### src/rtl/control_unit.sv
// control_unit: multi-cycle fetch/decode/execute sequencer for the tiny16 core.
// Drives the register file selects/strobes, the ALU opcode and memory strobes.
// Optional feature macro: CTRL_STEP_EN (single-step; parks in STEP with
// halted=1 after every instruction until a rising edge on step).
module control_unit #(
  parameter int OPW = 4,
  parameter int RSW = 3
) (
  input  logic           clk,
  input  logic           rst,
  input  logic [15:0]    mem_data,
  input  logic           mem_ready,
  input  logic           step,
  output logic [RSW-1:0] src_sel,
  output logic [RSW-1:0] dst_sel,
  output logic           in_en,
  output logic           out_en,
  output logic           pc_inc,
  output logic [2:0]     alu_op,
  output logic           mem_rd,
  output logic           mem_wr,
  output logic           halted,
  output logic           illegal
);

  // Only opcode, dst and src fields of the instruction are ever used.
  localparam int IRW = OPW + 2*RSW;

  localparam logic [OPW-1:0] OP_NOP = OPW'(0);
  localparam logic [OPW-1:0] OP_MOV = OPW'(1);
  localparam logic [OPW-1:0] OP_ADD = OPW'(2);
  localparam logic [OPW-1:0] OP_SUB = OPW'(3);
  localparam logic [OPW-1:0] OP_AND = OPW'(4);
  localparam logic [OPW-1:0] OP_OR  = OPW'(5);
  localparam logic [OPW-1:0] OP_XOR = OPW'(6);
  localparam logic [OPW-1:0] OP_LD  = OPW'(7);
  localparam logic [OPW-1:0] OP_ST  = OPW'(8);
  localparam logic [OPW-1:0] OP_HLT = OPW'(15);

  localparam logic [2:0] ALU_PASS = 3'd0;
  localparam logic [2:0] ALU_ADD  = 3'd1;
  localparam logic [2:0] ALU_SUB  = 3'd2;
  localparam logic [2:0] ALU_AND  = 3'd3;
  localparam logic [2:0] ALU_OR   = 3'd4;
  localparam logic [2:0] ALU_XOR  = 3'd5;

`ifdef CTRL_STEP_EN
  typedef enum logic [2:0] {
    S_FETCH = 3'd0, S_DECODE = 3'd1, S_EXEC = 3'd2, S_WB = 3'd3,
    S_HALT = 3'd4, S_STEP = 3'd5
  } state_t;
  localparam state_t S_DONE = S_STEP;
`else
  typedef enum logic [2:0] {
    S_FETCH = 3'd0, S_DECODE = 3'd1, S_EXEC = 3'd2, S_WB = 3'd3,
    S_HALT = 3'd4
  } state_t;
  localparam state_t S_DONE = S_FETCH;
`endif

  state_t           state_q, state_d;
  logic [IRW-1:0]   ir_q, ir_d;
  logic             illegal_q, illegal_d;
  logic [RSW-1:0]   src_sel_q, src_sel_d, dst_sel_q, dst_sel_d;
  logic             out_en_q, out_en_d, mem_rd_q, mem_rd_d, mem_wr_q, mem_wr_d;
  logic [2:0]       alu_op_q, alu_op_d;
  logic             wb_q, wb_d, halted_q, halted_d;
`ifdef CTRL_STEP_EN
  logic             step_prev_q;
`endif

  logic [OPW-1:0]   op_q, op_d;
  logic [RSW-1:0]   dst_d, src_d;
  logic             fetch_hs, mem_hs;

  assign op_q  = ir_q[IRW-1 -: OPW];
  assign op_d  = ir_d[IRW-1 -: OPW];
  assign dst_d = ir_d[2*RSW-1 -: RSW];
  assign src_d = ir_d[RSW-1:0];

  // Handshakes only count once the registered request is actually on the bus.
  assign fetch_hs = (state_q == S_FETCH) && mem_rd_q && mem_ready;
  assign mem_hs   = (state_q == S_EXEC) && (mem_rd_q || mem_wr_q) && mem_ready;

  function automatic logic is_alu(input logic [OPW-1:0] op);
    return (op == OP_MOV) || (op == OP_ADD) || (op == OP_SUB) ||
           (op == OP_AND) || (op == OP_OR)  || (op == OP_XOR);
  endfunction

  function automatic logic [2:0] alu_of(input logic [OPW-1:0] op);
    case (op)
      OP_ADD:  return ALU_ADD;
      OP_SUB:  return ALU_SUB;
      OP_AND:  return ALU_AND;
      OP_OR:   return ALU_OR;
      OP_XOR:  return ALU_XOR;
      default: return ALU_PASS;
    endcase
  endfunction

  // Next-state, IR capture and sticky illegal-opcode flag.
  always_comb begin
    state_d   = state_q;
    ir_d      = ir_q;
    illegal_d = illegal_q;
    case (state_q)
      S_FETCH: if (fetch_hs) begin
        ir_d    = mem_data[15 -: IRW];
        state_d = S_DECODE;
      end
      S_DECODE: state_d = S_EXEC;
      S_EXEC: begin
        if (op_q == OP_NOP)            state_d = S_DONE;
        else if (is_alu(op_q))         state_d = S_WB;
        else if (op_q == OP_LD || op_q == OP_ST) begin
          if (mem_hs)                  state_d = S_DONE;
        end
        else if (op_q == OP_HLT)       state_d = S_HALT;
        else begin
          illegal_d = 1'b1;
          state_d   = S_DONE;
        end
      end
      S_WB:   state_d = S_DONE;
      S_HALT: state_d = S_HALT;
`ifdef CTRL_STEP_EN
      S_STEP: if (step && !step_prev_q) state_d = S_FETCH;
`endif
      default: state_d = S_FETCH;
    endcase
  end

  // Registered outputs: decoded from the state being entered so they line up
  // with state_q in the following cycle.
  always_comb begin
    src_sel_d = '0;
    dst_sel_d = '0;
    out_en_d  = 1'b0;
    mem_rd_d  = 1'b0;
    mem_wr_d  = 1'b0;
    alu_op_d  = ALU_PASS;
    wb_d      = 1'b0;
    halted_d  = 1'b0;
    case (state_d)
      S_FETCH: begin
        out_en_d = 1'b1;
        mem_rd_d = 1'b1;
      end
      S_DECODE: begin
        src_sel_d = src_d;
        dst_sel_d = dst_d;
      end
      S_EXEC: begin
        src_sel_d = src_d;
        dst_sel_d = dst_d;
        if (is_alu(op_d)) alu_op_d = alu_of(op_d);
        if (op_d == OP_LD) begin
          out_en_d = 1'b1;
          mem_rd_d = 1'b1;
        end
        if (op_d == OP_ST) begin
          out_en_d = 1'b1;
          mem_wr_d = 1'b1;
        end
      end
      S_WB: begin
        src_sel_d = src_d;
        dst_sel_d = dst_d;
        alu_op_d  = alu_of(op_d);
        wb_d      = 1'b1;
      end
      S_HALT: halted_d = 1'b1;
`ifdef CTRL_STEP_EN
      S_STEP: halted_d = 1'b1;
`endif
      default: ;
    endcase
  end

  // State, IR and output registers; reset aborts any instruction in flight.
  always_ff @(posedge clk or posedge rst) begin
    if (rst) begin
      state_q   <= S_FETCH;
      ir_q      <= '0;
      illegal_q <= 1'b0;
      src_sel_q <= '0;
      dst_sel_q <= '0;
      out_en_q  <= 1'b0;
      mem_rd_q  <= 1'b0;
      mem_wr_q  <= 1'b0;
      alu_op_q  <= ALU_PASS;
      wb_q      <= 1'b0;
      halted_q  <= 1'b0;
`ifdef CTRL_STEP_EN
      step_prev_q <= 1'b0;
`endif
    end else begin
      state_q   <= state_d;
      ir_q      <= ir_d;
      illegal_q <= illegal_d;
      src_sel_q <= src_sel_d;
      dst_sel_q <= dst_sel_d;
      out_en_q  <= out_en_d;
      mem_rd_q  <= mem_rd_d;
      mem_wr_q  <= mem_wr_d;
      alu_op_q  <= alu_op_d;
      wb_q      <= wb_d;
      halted_q  <= halted_d;
`ifdef CTRL_STEP_EN
      step_prev_q <= step;
`endif
    end
  end

  // pc_inc and the LD write strobe qualify with mem_ready in the completing
  // cycle so r0 bumps with the IR load and the rf captures mem_data while
  // it is still valid. They live in different states, so never collide.
  assign pc_inc  = fetch_hs;
  assign in_en   = wb_q | (mem_hs & mem_rd_q);
  assign src_sel = src_sel_q;
  assign dst_sel = dst_sel_q;
  assign out_en  = out_en_q;
  assign mem_rd  = mem_rd_q;
  assign mem_wr  = mem_wr_q;
  assign alu_op  = alu_op_q;
  assign halted  = halted_q;
  assign illegal = illegal_q;

  // Instruction bits below the src field carry no meaning for sequencing.
  logic unused_in;
`ifdef CTRL_STEP_EN
  assign unused_in = ^mem_data[15-IRW:0];
`else
  assign unused_in = ^{mem_data[15-IRW:0], step};
`endif

endmodule

### config.mk
export PLATFORM = sky130hd
export DESIGN_NAME = control_unit
export DESIGN_NICKNAME = d
export VERILOG_FILES = /design/src/rtl/control_unit.sv
export SDC_FILE = /design/constraint.sdc
export NUM_CORES = 1
export LEC_CHECK = 0
export ABC_AREA = 1
export BUFFER_PORTS_ARGS = -buffer_cell sky130_fd_sc_hd__buf_2
export CAP_MARGIN = 20
export CORE_ASPECT_RATIO = 1.4
export CORE_MARGIN = 2
export CORE_UTILIZATION = 51
export CTS_CLUSTER_SIZE = 14
export DETAILED_ROUTE_END_ITERATION = 12
export GPL_TIMING_DRIVEN = 0
export MAX_ROUTING_LAYER = met4
export PLACE_DENSITY = 0.78
export SYNTH_ARGS = -nofsm -noshare
export SYNTH_HDL_FRONTEND = slang
export SYNTH_SLANG_ARGS = --single-unit
### constraint.sdc
create_clock -name clk -period 1.6 [get_ports clk]
set_input_delay 0.48 -clock clk [delete_from_list [all_inputs] [get_ports clk]]
set_output_delay 0.48 -clock clk [all_outputs]
set_load 0.01 [all_outputs]
**Yosys cells after proc, flatten, opt, wreduce, memory -nomap -nowiden**

Cells that the tools add are included.
Widths: inputs -> output; s select.

- Equality and inequality tests: 24
- Mux-type cells: 22
- Bitwise gates (word level): 6
- Reductions and logical operators: 21

Operators with widths:

| kind | number |
|---|---|
| $eq 4x3->1 const B | 8 |
| $mux 3 | 9 |
| $mux 10 | 2 |
| $eq 4x2->1 const B | 4 |
| $pmux 3 s5 | 1 |
| $eq 4x4->1 const B | 3 |
| $logic_or 1x1->1 | 12 |
| $pmux 3 s4 | 1 |
| $eq 3x2->1 const B | 3 |
| $eq 4x1->1 const B | 2 |
| $eq 3x1->1 const B | 2 |
| $eq 3x3->1 const B | 2 |
| $logic_not 3->1 | 2 |
| $mux 1 | 6 |
| $pmux 3 s2 | 1 |
| $reduce_and 5->1 | 1 |
| $logic_and 1x1->1 | 4 |
| $logic_not 4->1 | 1 |
| $not 1->1 | 4 |
| $pmux 1 s2 | 2 |
| $reduce_or 3->1 | 1 |
| $and 1x1->1 | 1 |
| $or 1x1->1 | 1 |

- Register bits: 28
- Bits of input ports: 20
- Output and inout bits: 16
- Logic and storage cells: 84

**Depth between registers and ports, before layout**

Gate-level depths: netlist of the first run.

- Depth after elaboration: 13
- Depth in mapped cells: 11

**Worst setup path before layout of the first run**

Ideal clock, no wire load.

- Kind: in2reg
- Start: input port mem_ready
- End: register out_en_q, in the netlist out_en
- Library setup time: 0.065 ns
- Arrival: 1.408 ns
- Data required time: 1.535 ns
- Path slack: 0.127 ns
- Stages: 11
- Buffers on the path: 1
- Path through: nand2_1 nor2_4 nand2_4 buf_6 nand2_4 nand2_4 nor2_4 nand2_2 nand2_1 nand3_1 nand2_1

- Word-level cells in the longest chain between the ends: 8
- Elaborated cells on any way between the ends: 17
- Classes of those cells: 3 x eq/ne; 11 x mux; 3 x reduce/logical

Ends and longest elaborated chain:

| element | RTL line | RTL |
|---|---|---|
| start, declared | 12 | `input logic mem_ready,` |
| $logic_and 1x1->1 | 83 | `assign mem_hs = (state_q == S_EXEC) && (mem_rd_q \|\| mem_wr_q) && mem_ready;` |
| $mux 3 | 116 | `if (mem_hs) state_d = S_DONE;` |
| $mux 3 | 115 | `else if (op_q == OP_LD \|\| op_q == OP_ST) begin` |
| $mux 3 | 114 | `else if (is_alu(op_q)) state_d = S_WB;` |
| $mux 3 | 113 | `if (op_q == OP_NOP) state_d = S_DONE;` |
| $pmux 3 s4 | 106 | `case (state_q)` |
| $eq 3x2->1 / $logic_not 3->1 (equally long branches) | 144 | `case (state_d)` |
| $pmux 1 s2 * | 144 |  |
| net out_en_d | 65 | `logic out_en_q, out_en_d, mem_rd_q, mem_rd_d, mem_wr_q, mem_wr_d;` |
| end signal, assigned | 203 | `out_en_q <= out_en_d;` |
| end, declared | 65 |  |

Mark *: on every way through the listed nets, which the timed path passes. The rest lies on a longest branch.
A chain may end at the register's enable or synchronous reset.

**Final worst setup path of the first run**

- Start: register state_q[2]
- End: output port in_en

- Word-level cells in the longest chain between the ends: 5

Ends and longest elaborated chain:

| element | RTL line | RTL |
|---|---|---|
| start, declared | 61 | `state_t state_q, state_d;` |
| start signal, assigned | 198 | `state_q <= state_d;` |
| $eq 3x2->1 | 83 |  |
| $logic_and 1x1->1 (2 in a row) | 83 |  |
| $and 1x1->1 | 219 | `assign in_en = wb_q \| (mem_hs & mem_rd_q);` |
| $or 1x1->1 | 219 |  |
| end, declared | 16 | `output logic in_en,` |

No other way between the ends.

==> results.py, run 1 <==
metrics = {
    "worst_setup_path": {
        "cp_max_fo": 3,
        "max_stage_delay_ns": 0.44,
        "timing.critical_path.buf_inv": 2,
        "startpoint_type": "flop",
        "path_class": "flop to output pin",
        "arrival_ns": 1.26,
        "crit_family": "flip-flops",
        "crit_path_end_kind": "output pin",
        "cp_data_required_time_ns": 1.12,
        "crit_path_cell_trace": "inv_2 > nand2_2 > nor2_4 > a31o_4 > buf_6",
        "slowest_stage": "dfrtp_1",
    },
    "power_and_ir_drop": {
        "irDropWorstVdd_mv": 1.08,
        "cellPowerDensity_nw_per_um2": 1990,
        "p_leak_nw": 0.993,
    },
    "global_routing": {
        "grt_antenna_before_repair": 0,
        "grt_usage_pct": 22.6,
        "grt_pass1_wl_mm": 4.92,
        "first_global_vias": 1138,
        "grt-ovfl-total": 0,
        "grt_max_degree": 29,
    },
    "logic_synthesis": {
        "postSynthNetCount": 170,
        "netlist_instances": 150,
        "synth_top_area_share_pct": 51.8,
        "ys_seq_area_share_pct": 51.8,
        "yosys_warnings": 0,
        "synth_top_area_cell": "dfrtp_1",
        "synth_ff_type": "dfrtp_1",
        "synth_seq_cells": 28,
        "syn_area_um2": 1350,
        "synth_area_leaders": "dfrtp_1 (52%), nand2_1 (13%), nand2_4 (5.8%), nand3_1 (5.2%), inv_1 (4.7%)",
        "postSynthAreaPerCell_um2": 9.02,
        "synth-edff-count": 0,
        "synthArstFlopShare_pct": 100,
        "yosysUniqueCellTypes": 21,
    },
    "finish": {
        "final_cell_mix": "nand2_1 (43), dfrtp_1 (26), buf_2 (26), inv_1 (17), nand3_1 (14)",
        "antenna_cells": 0,
        "drive_above_1_share_pct": 40.6,
        "nNetsFinal": 213,
        "syn_to_final_growth_pct": 29.7,
        "fillers": 212,
        "final_common_cell": "nand2_1",
    },
    "timing": {
        "holdWs_ns": 0.0248,
        "finalSetupViolations": 2,
        "fin_skew_ns": 0.00215,
        "min_period_ns": 1.74,
        "timing.fmax_mhz": 573,
        "finalMaxSlewViolations": 0,
        "period_share_pct": 109,
        "rsz0062_at_grt": "yes",
        "setup_slack_ns": -0.144,
        "worst_slew_pin_slew_ns": 0.326,
        "relSlewSlack_pct": 78.2,
        "finalHoldViolCount": 0,
    },
    "cts": {
        "cts_tree": "yes",
        "postCtsHoldBufs": 0,
        "cts-htree-levels": 1,
        "clock-root-buffer": "clkbuf_4",
        "numCtsBuffers": 3,
        "clkSinkCount": 28,
        "path_clk_slew_ns": 0.15,
        "insertion_delay_ns": 0.33,
        "clockBufferDepth": 2,
    },
    "die": {
        "core_um2": 2560,
        "die_width_um": 47.5,
        "initial_core_util_pct": 52.8,
        "rows": 22,
        "io_pins": 36,
        "die_area_um2": 3090,
        "die_h_um": 64.9,
    },
    "place": {
        "gp_congestion": 0.884,
        "numPortBuffers": 28,
        "pre_cts_ws_ns": -0.211,
        "hpwlAfterDp_mm": 2.00,
    },
    "routing": {
        "detail-route-antenna-nets": 0,
        "drc": 0,
        "drt_first_pass_iters": 4,
        "vias": 1157,
        "wl_mm": 3.11,
        "drt_iter0_markers": 25,
        "viasPerCell": 5.07,
        "wl_per_cell_um": 13.6,
    },
    "run_status": {
        "status": "finished with violations",
        "violations": "setup timing",
    },
    "flow_run": {
        "max_cap_viol_count": 0,
    },
    "min_path": {
        "min_path_type": "primary input to asynchronous set/reset pin",
    },
}
==> per-stage QoR <==
stage / util [%] / power [mW] / TNS [ns] / area, um2 / instances
detailed placement: 60.1 / 2.66 / -0.735 / 1540 / 214
CTS: 65.3 / 3.31 / -0.264 / 1670 / 225
global placement: 60.1 / 2.60 / -0.513 / 1540 / 214
global route: 68.5 / 3.73 / -0.693 / 1750 / 228
finish: 68.5 / 3.49 / -0.240 / 1750 / 228
floorplan: - / 2.28 / 0 / 1350 / 150
==> registers in the layout, summed over array words and instances (netlist names) <==
signal   cells
wb_q         1
dst_sel      3
src_sel      3
illegal      1
ir_q        10
mem_wr       1
mem_rd       1
out_en       1
state_q      3
halted       1
alu_op       3
==> kinds of logic (layout without fill, tap and decap cells) <==
logic type | after synthesis | in the layout | synth area share [%]
simple gates | 94 | 94 | 37.7
flops | 28 | 28 | 51.8
compound gates | 6 | 6 | 3.89
buf+inv | 22 | 64 | 6.66
==> metal layers <==
| metal | GRT usage [%] | routed length (um) | vias to the layer above |
|---|---|---|---|
| met4 | 10.8 | 38 | 0 |
| li1 | - | - | 554 |
| met2 | 36.8 | 1770 | 34 |
| met1 | 27.1 | 1190 | 563 |
| met5 | - | 0 | - |
| met3 | 1.67 | 107 | 6 |
==> worst paths after layout <==
path	from	endpoint	slack (ns)	cells after the start
worst max-delay path	state_q[2]	in_en	-0.14	5
worst min-delay path	rst	halted	0.02	2
worst max register to register	state_q[1]	out_en	0.05	10
worst min register to register	illegal	illegal	0.48	1
max in group asynchronous	rst	state_q[1]	1.18	3
min in group clk	mem_data[7]	ir_q[1]	0.35	3
==> power breakdown <==
part | leakage [nW] | switching [mW] | internal [mW] | total [mW]
combinational | 0.608 | 1.17 | 0.728 | 1.90
sequential | 0.357 | 0.156 | 0.967 | 1.12
clock | 0.0279 | 0.213 | 0.254 | 0.467
==> what timing repair did <==
action,CTS,global route
pin swaps,4,3
setup endpoints to repair,7,13
buffers inserted,7,2
resized for setup,7,11
==> cells in the mapped netlist, types with 2 or more instances <==
cell type   n
a21oi_1     2
dfrtp_1    28
inv_1      17
inv_2       4
nand2_1    47
nand2_2     5
nand2_4     7
nand3_1    14
nand3b_1    4
nand4_1     2
nor2_1      5
nor2_2      2
nor2_4      4
nor3_1      2
==> layout make-up <==
| class | instances | area [um2] | share of cell area [%] |
|---|---|---|---|
| buffer | 1 | 15.0 | 0.856 |
| clock buffer | 3 | 22.5 | 1.28 |
| clock inverter | 1 | 30.0 | 1.71 |
| inverter | 21 | 83.8 | 4.78 |
| multi-input combinational | 100 | 607 | 34.6 |
| sequential | 28 | 703 | 40.1 |
| tap | 36 | 45.0 | 2.57 |
| timing repair buffer | 38 | 248 | 14.1 |
Note: power is estimated with default switching activity, not from simulation.
==> run 2, diff against run 1 <==
--- a/config.mk
+++ b/config.mk
@@ -16,6 +16,7 @@
 export GPL_TIMING_DRIVEN = 0
 export MAX_ROUTING_LAYER = met4
 export PLACE_DENSITY = 0.78
+export SKIP_CTS_REPAIR_TIMING = 1
 export SYNTH_ARGS = -nofsm -noshare
 export SYNTH_HDL_FRONTEND = slang
 export SYNTH_SLANG_ARGS = --single-unit
==> run 2 against run 1 <==
Effect of this change:
- the flow still finishes with violations (setup timing)
- setup slack worse by 0.13 ns
- combinational power is 11% higher
- sequential power hardly changed
- wire length is 7.5% higher
- first-iteration DRC count is 60% higher
- critical path depth is 1 lower
- register-to-register slack worse by 0.12 ns
- clock power hardly changed
- global-route usage is 1.1 points lower
- maximum frequency is 6.9% lower
- critical path type unchanged
==> results.py, run 2 (synthesis results as in run 1) <==
metrics = {
    "die": {
        "die_h_um": 64.9,
        "rows": 22,
        "core_um2": 2560,
        "io_pins": 36,
        "die_width_um": 47.5,
        "initial_core_util_pct": 52.8,
        "die_area_um2": 3090,
    },
    "global_routing": {
        "first_global_vias": 1063,
        "use_met1_pct": 26.2,
        "grt_pass1_wl_mm": 4.66,
        "grt_max_degree": 29,
        "grt_usage_pct": 21.4,
        "grtUsageMet3_pct": 1.67,
        "grt_antenna_before_repair": 0,
        "grt.busiest_layer": "met2",
        "grt-ovfl-total": 0,
        "gr-usage-met2_pct": 35.1,
    },
    "timing": {
        "relSlewSlack_pct": 78.7,
        "rsz0062_at_grt": "yes",
        "finalSetupViolations": 6,
        "finalMaxSlewViolations": 0,
        "setup_tns_ns": -0.634,
        "setup_slack_ns": -0.274,
        "holdWs_ns": 0.0600,
        "min_period_ns": 1.87,
        "period_share_pct": 117,
        "fin_skew_ns": 0.00742,
        "worst_slew_pin_slew_ns": 0.319,
        "timing.fmax_mhz": 534,
        "finalHoldViolCount": 0,
    },
    "cts": {
        "clockBufferDepth": 2,
        "cts-htree-levels": 1,
        "numCtsBuffers": 3,
        "clock-root-buffer": "clkbuf_4",
        "clkSinkCount": 28,
        "path_clk_slew_ns": 0.15,
        "insertion_delay_ns": 0.33,
        "cts_tree": "yes",
    },
    "routing": {
        "viasPerCell": 5.05,
        "detail-route-antenna-nets": 0,
        "wl_per_cell_um": 14.3,
        "vias": 1181,
        "wl_mm": 3.34,
        "drc": 0,
        "drt_iter0_markers": 40,
        "drt_first_pass_iters": 4,
    },
    "worst_setup_path": {
        "arrival_ns": 1.39,
        "crit_path_end_kind": "output pin",
        "r2r_start": "state_q[0]",
        "rr_worst_depth": 10,
        "cp_max_fo": 5,
        "ff2ff_setup_slack_ns": -0.07,
        "cp_data_required_time_ns": 1.12,
        "startpoint_type": "flop",
        "path_class": "flop to output pin",
        "regToRegEndpoint": "out_en",
    },
    "power_and_ir_drop": {
        "cellPowerDensity_nw_per_um2": 2020,
        "p_leak_nw": 1.03,
        "irDropWorstVdd_mv": 1.11,
    },
    "place": {
        "numPortBuffers": 28,
        "hpwlAfterDp_mm": 2.00,
        "gp_congestion": 0.884,
    },
    "run_status": {
        "status": "finished with violations",
        "violations": "setup timing",
    },
    "finish": {
        "largest_reg_flops": 10,
        "drive_above_1_share_pct": 48.0,
        "final_cell_mix": "nand2_1 (38), dfrtp_1 (26), buf_2 (26), inv_1 (17)",
        "final_common_cell": "nand2_1",
        "syn_to_final_growth_pct": 36.4,
        "top_register": "ir_q",
        "antenna_cells": 0,
        "nNetsFinal": 219,
        "fillers": 191,
    },
    "min_path": {
        "min_path_type": "primary input to asynchronous set/reset pin",
    },
    "flow_run": {
        "max_cap_viol_count": 0,
    },
}
## run 2: layer usage
metal / up-vias / share of wire, %
met1: 566 / 39
met5: - / 0
met3: 8 / 4.0
li1: 562 / -
met4: 0 / 1.5
met2: 45 / 56
## run 2: worst max path at each step
stage / to / slack (ns) / from
5_1_grt: pc_inc / -0.31 / state_q[0]
2_1_floorplan: out_en / 0.13 / mem_ready
4_1_cts: pc_inc / -0.45 / state_q[0]
3_5_place_dp: pc_inc / -0.21 / mem_ready
3_3_place_gp: pc_inc / -0.19 / mem_ready
6_report: pc_inc / -0.27 / state_q[0]
## run 2: metrics by stage
stage          util (%)  power, mW  instances  worst slack (ns)  cell area [um2]
6_report           72.0       3.73        234            -0.274             1840
5_1_grt            72.0       3.97        234            -0.306             1840
4_1_cts            62.1       3.14        218            -0.448             1590
3_5_place_dp       60.1       2.66        214            -0.211             1540
3_3_place_gp       60.1       2.60        214            -0.188             1540
2_1_floorplan         -       2.28        150             0.127             1350
## run 2: layout make-up
| cell class | instances | area (um2) | share of cell area [%] |
|---|---|---|---|
| Tap cell | 36 | 45.0 | 2.44 |
| Sequential cell | 28 | 703 | 38.1 |
| Clock buffer | 3 | 22.5 | 1.22 |
| Multi-Input combinational cell | 100 | 643 | 34.9 |
| Inverter | 21 | 83.8 | 4.55 |
| Clock inverter | 1 | 30.0 | 1.63 |
| Timing Repair Buffer | 45 | 317 | 17.2 |
## run 2: power breakdown
part           switching, mW  internal, mW
logic                   1.25         0.856
clock network          0.212         0.254
registers              0.186         0.967
total                   1.65          2.08
## run 2: worst max-delay path, cell delays in order, from the launching register on
cell	delay, ns
dfrtp_1	0.51
nor2_4	0.21
nand2_4	0.13
inv_6	0.10
buf_6	0.10
==> run 3, diff against run 2 <==
==> constraint.sdc (replaced) <==
create_clock -name clk -period 1.6 [get_ports clk]
set_input_delay 0.08 -clock clk [delete_from_list [all_inputs] [get_ports clk]]
set_output_delay 0.08 -clock clk [all_outputs]
set_load 0.01 [all_outputs]
==> run 3 against run 2 <==
Effect of this change:
- the run now ends clean
- final area decreased by 5.2%
- die area did not move
- clock power about the same
- sequential share of layout area is 2.1 points higher
- core utilization decreased by 3.7 points
- wire length decreased by 9.8%
- final cell count is 0.85% lower
- global-route usage stayed put
- largest cell class unchanged
==> results.py, run 3 (synthesis results as in run 1) <==
metrics = {
    "run_status": {
        "status": "finished clean",
    },
    "routing": {
        "viasPerCell": 4.92,
        "drt_first_pass_iters": 4,
        "vias": 1142,
        "wl_mm": 3.01,
        "drt_iter0_markers": 45,
        "wl_per_cell_um": 13.0,
        "detail-route-antenna-nets": 0,
        "drc": 0,
    },
    "worst_setup_path": {
        "startpoint_type": "flop",
        "arrival_ns": 1.85,
        "crit_family": "simple AND/OR/NAND/NOR gates",
        "crit_path_end_kind": "flop",
        "crit_path_cell_trace": "nor2_4 > nand2_4 > buf_8 > nand2_4 > nand2_4 > nor2_4 > nand2_1 > nand2_1 > nand3_1 > nand2_1",
        "max_stage_delay_ns": 0.49,
        "cp_max_fo": 10,
        "slowest_stage": "dfrtp_2",
        "cp_data_required_time_ns": 1.89,
        "timing.critical_path.buf_inv": 1,
        "ff2ff_setup_slack_ns": 0.04,
        "path_class": "flop to flop",
    },
    "timing": {
        "finalSetupViolations": 0,
        "finalMaxSlewViolations": 0,
        "finalHoldViolCount": 0,
        "rsz0062_at_grt": "yes",
        "fin_skew_ns": 0.0158,
        "min_period_ns": 1.56,
        "relSlewSlack_pct": 78.6,
        "period_share_pct": 97.6,
        "timing.fmax_mhz": 641,
        "worst_slew_pin_slew_ns": 0.320,
    },
    "cts": {
        "path_clk_slew_ns": 0.16,
        "clkSinkCount": 28,
        "cts_tree": "yes",
        "insertion_delay_ns": 0.34,
        "numCtsBuffers": 3,
        "clockBufferDepth": 2,
        "clock-root-buffer": "clkbuf_4",
        "cts-htree-levels": 1,
    },
    "finish": {
        "design_area_um2": 1750,
        "final_util_pct": 68.3,
        "nNetsFinal": 217,
        "syn_to_final_growth_pct": 29.3,
        "top_register": "ir_q",
        "fillers": 205,
        "antenna_cells": 0,
        "final_common_cell": "nand2_1",
        "final_cell_mix": "nand2_1 (46), buf_2 (28), dfrtp_1 (26), inv_1 (17), nand3_1 (14)",
        "drive_above_1_share_pct": 35.7,
        "largest_reg_flops": 10,
    },
    "global_routing": {
        "grt-ovfl-total": 0,
        "grt_usage_pct": 21.4,
        "grt_max_degree": 29,
        "first_global_vias": 1063,
        "grt_pass1_wl_mm": 4.66,
        "grt_antenna_before_repair": 0,
    },
    "die": {
        "die_area_um2": 3090,
        "io_pins": 36,
        "rows": 22,
        "initial_core_util_pct": 52.8,
        "die_width_um": 47.5,
        "die_h_um": 64.9,
        "core_um2": 2560,
    },
    "power_and_ir_drop": {
        "netSwitchingFraction_pct": 43.7,
        "p_seq_share_pct": 34.4,
        "power_frac_comb_pct": 51.5,
        "cellPowerDensity_nw_per_um2": 1890,
        "p_clk_share_pct": 14.0,
        "p_leak_nw": 1.00,
        "switchingPower_mw": 1.44,
        "irDropWorstVdd_mv": 1.09,
        "power.total_mw": 3.30,
        "p_int_mw": 1.86,
    },
    "place": {
        "hpwlAfterDp_mm": 2.00,
        "gp_congestion": 0.884,
        "place_area_um2": 1540,
        "numPortBuffers": 28,
    },
    "flow_run": {
        "max_cap_viol_count": 0,
    },
    "min_path": {
        "min_path_type": "primary input to flop",
    },
}
run 3: cell types whose count changed in the layout (fill, tap and decap cells not counted), sizes merged:
cell | before | now
buf | 45 | 36
dlygate4sd3 | 0 | 7
run 3: power by group through the flow:
| stage | sequential [mW] | clock [mW] | combinational (mW) |
|---|---|---|---|
| 2_1_floorplan | 1.16 | 0 | 1.12 |
| 6_report | 1.14 | 0.464 | 1.70 |
| 3_3_place_gp | 1.13 | 0 | 1.47 |
| 5_1_grt | 1.16 | 0.488 | 1.89 |
| 3_5_place_dp | 1.14 | 0 | 1.52 |
| 4_1_cts | 1.12 | 0.466 | 1.55 |
run 3: path summary, 6_finish.rpt:
path / from / end / depth (start not counted)
max: state_q[0] / out_en / 10
min: mem_data[15] / ir_q[9] / 3
max reg2reg: state_q[0] / out_en / 10
min reg2reg: illegal / illegal / 1
max in group asynchronous: rst / ir_q[9] / 4
min in group asynchronous: rst / out_en / 3
run 3: stage by stage:
| step | cells | setup WS, ns | hold slack, ns | setup TNS [ns] |
|---|---|---|---|---|
| 2_1_floorplan | 150 | 0.177 | 0.145 | 0 |
| 3_3_place_gp | 214 | 0.0398 | 0.297 | 0 |
| 3_5_place_dp | 214 | 0.0106 | 0.302 | 0 |
| 4_1_cts | 218 | -0.112 | -0.0545 | -0.203 |
| 5_1_grt | 232 | -0.0567 | 0.0665 | -0.0567 |
| 6_report | 232 | 0.0389 | 0.0588 | 0 |
run 3: routing by layer:
metal / up-vias / GRT usage (%) / wire, um / share of wire, %
met5: - / - / 0 / 0
met4: 0 / 9.03 / 41 / 1.4
met3: 6 / 1.67 / 154 / 5.1
met2: 39 / 35.1 / 1620 / 54
met1: 540 / 26.2 / 1200 / 40
li1: 557 / - / - / -
run 3: area by class of cell:
class                      count  area, um2  share of cell area (%)
sequential                    28        703                    40.2
multi-input combinational    100        572                    32.7
clock buffer                   3       22.5                    1.29
timing repair buffer          42        283                    16.2
tap                           36       45.0                    2.58
inverter                      21       78.8                    4.51
buffer                         1       15.0                   0.858
clock inverter                 1       30.0                    1.72
run 3: worst register-to-register path, delay by kind of cell, from the launching register on:
family                 cells  cell delay (ns)
buffers and inverters      1             0.16
and+or+nand+nor            9             0.86
DFF                        1             0.49
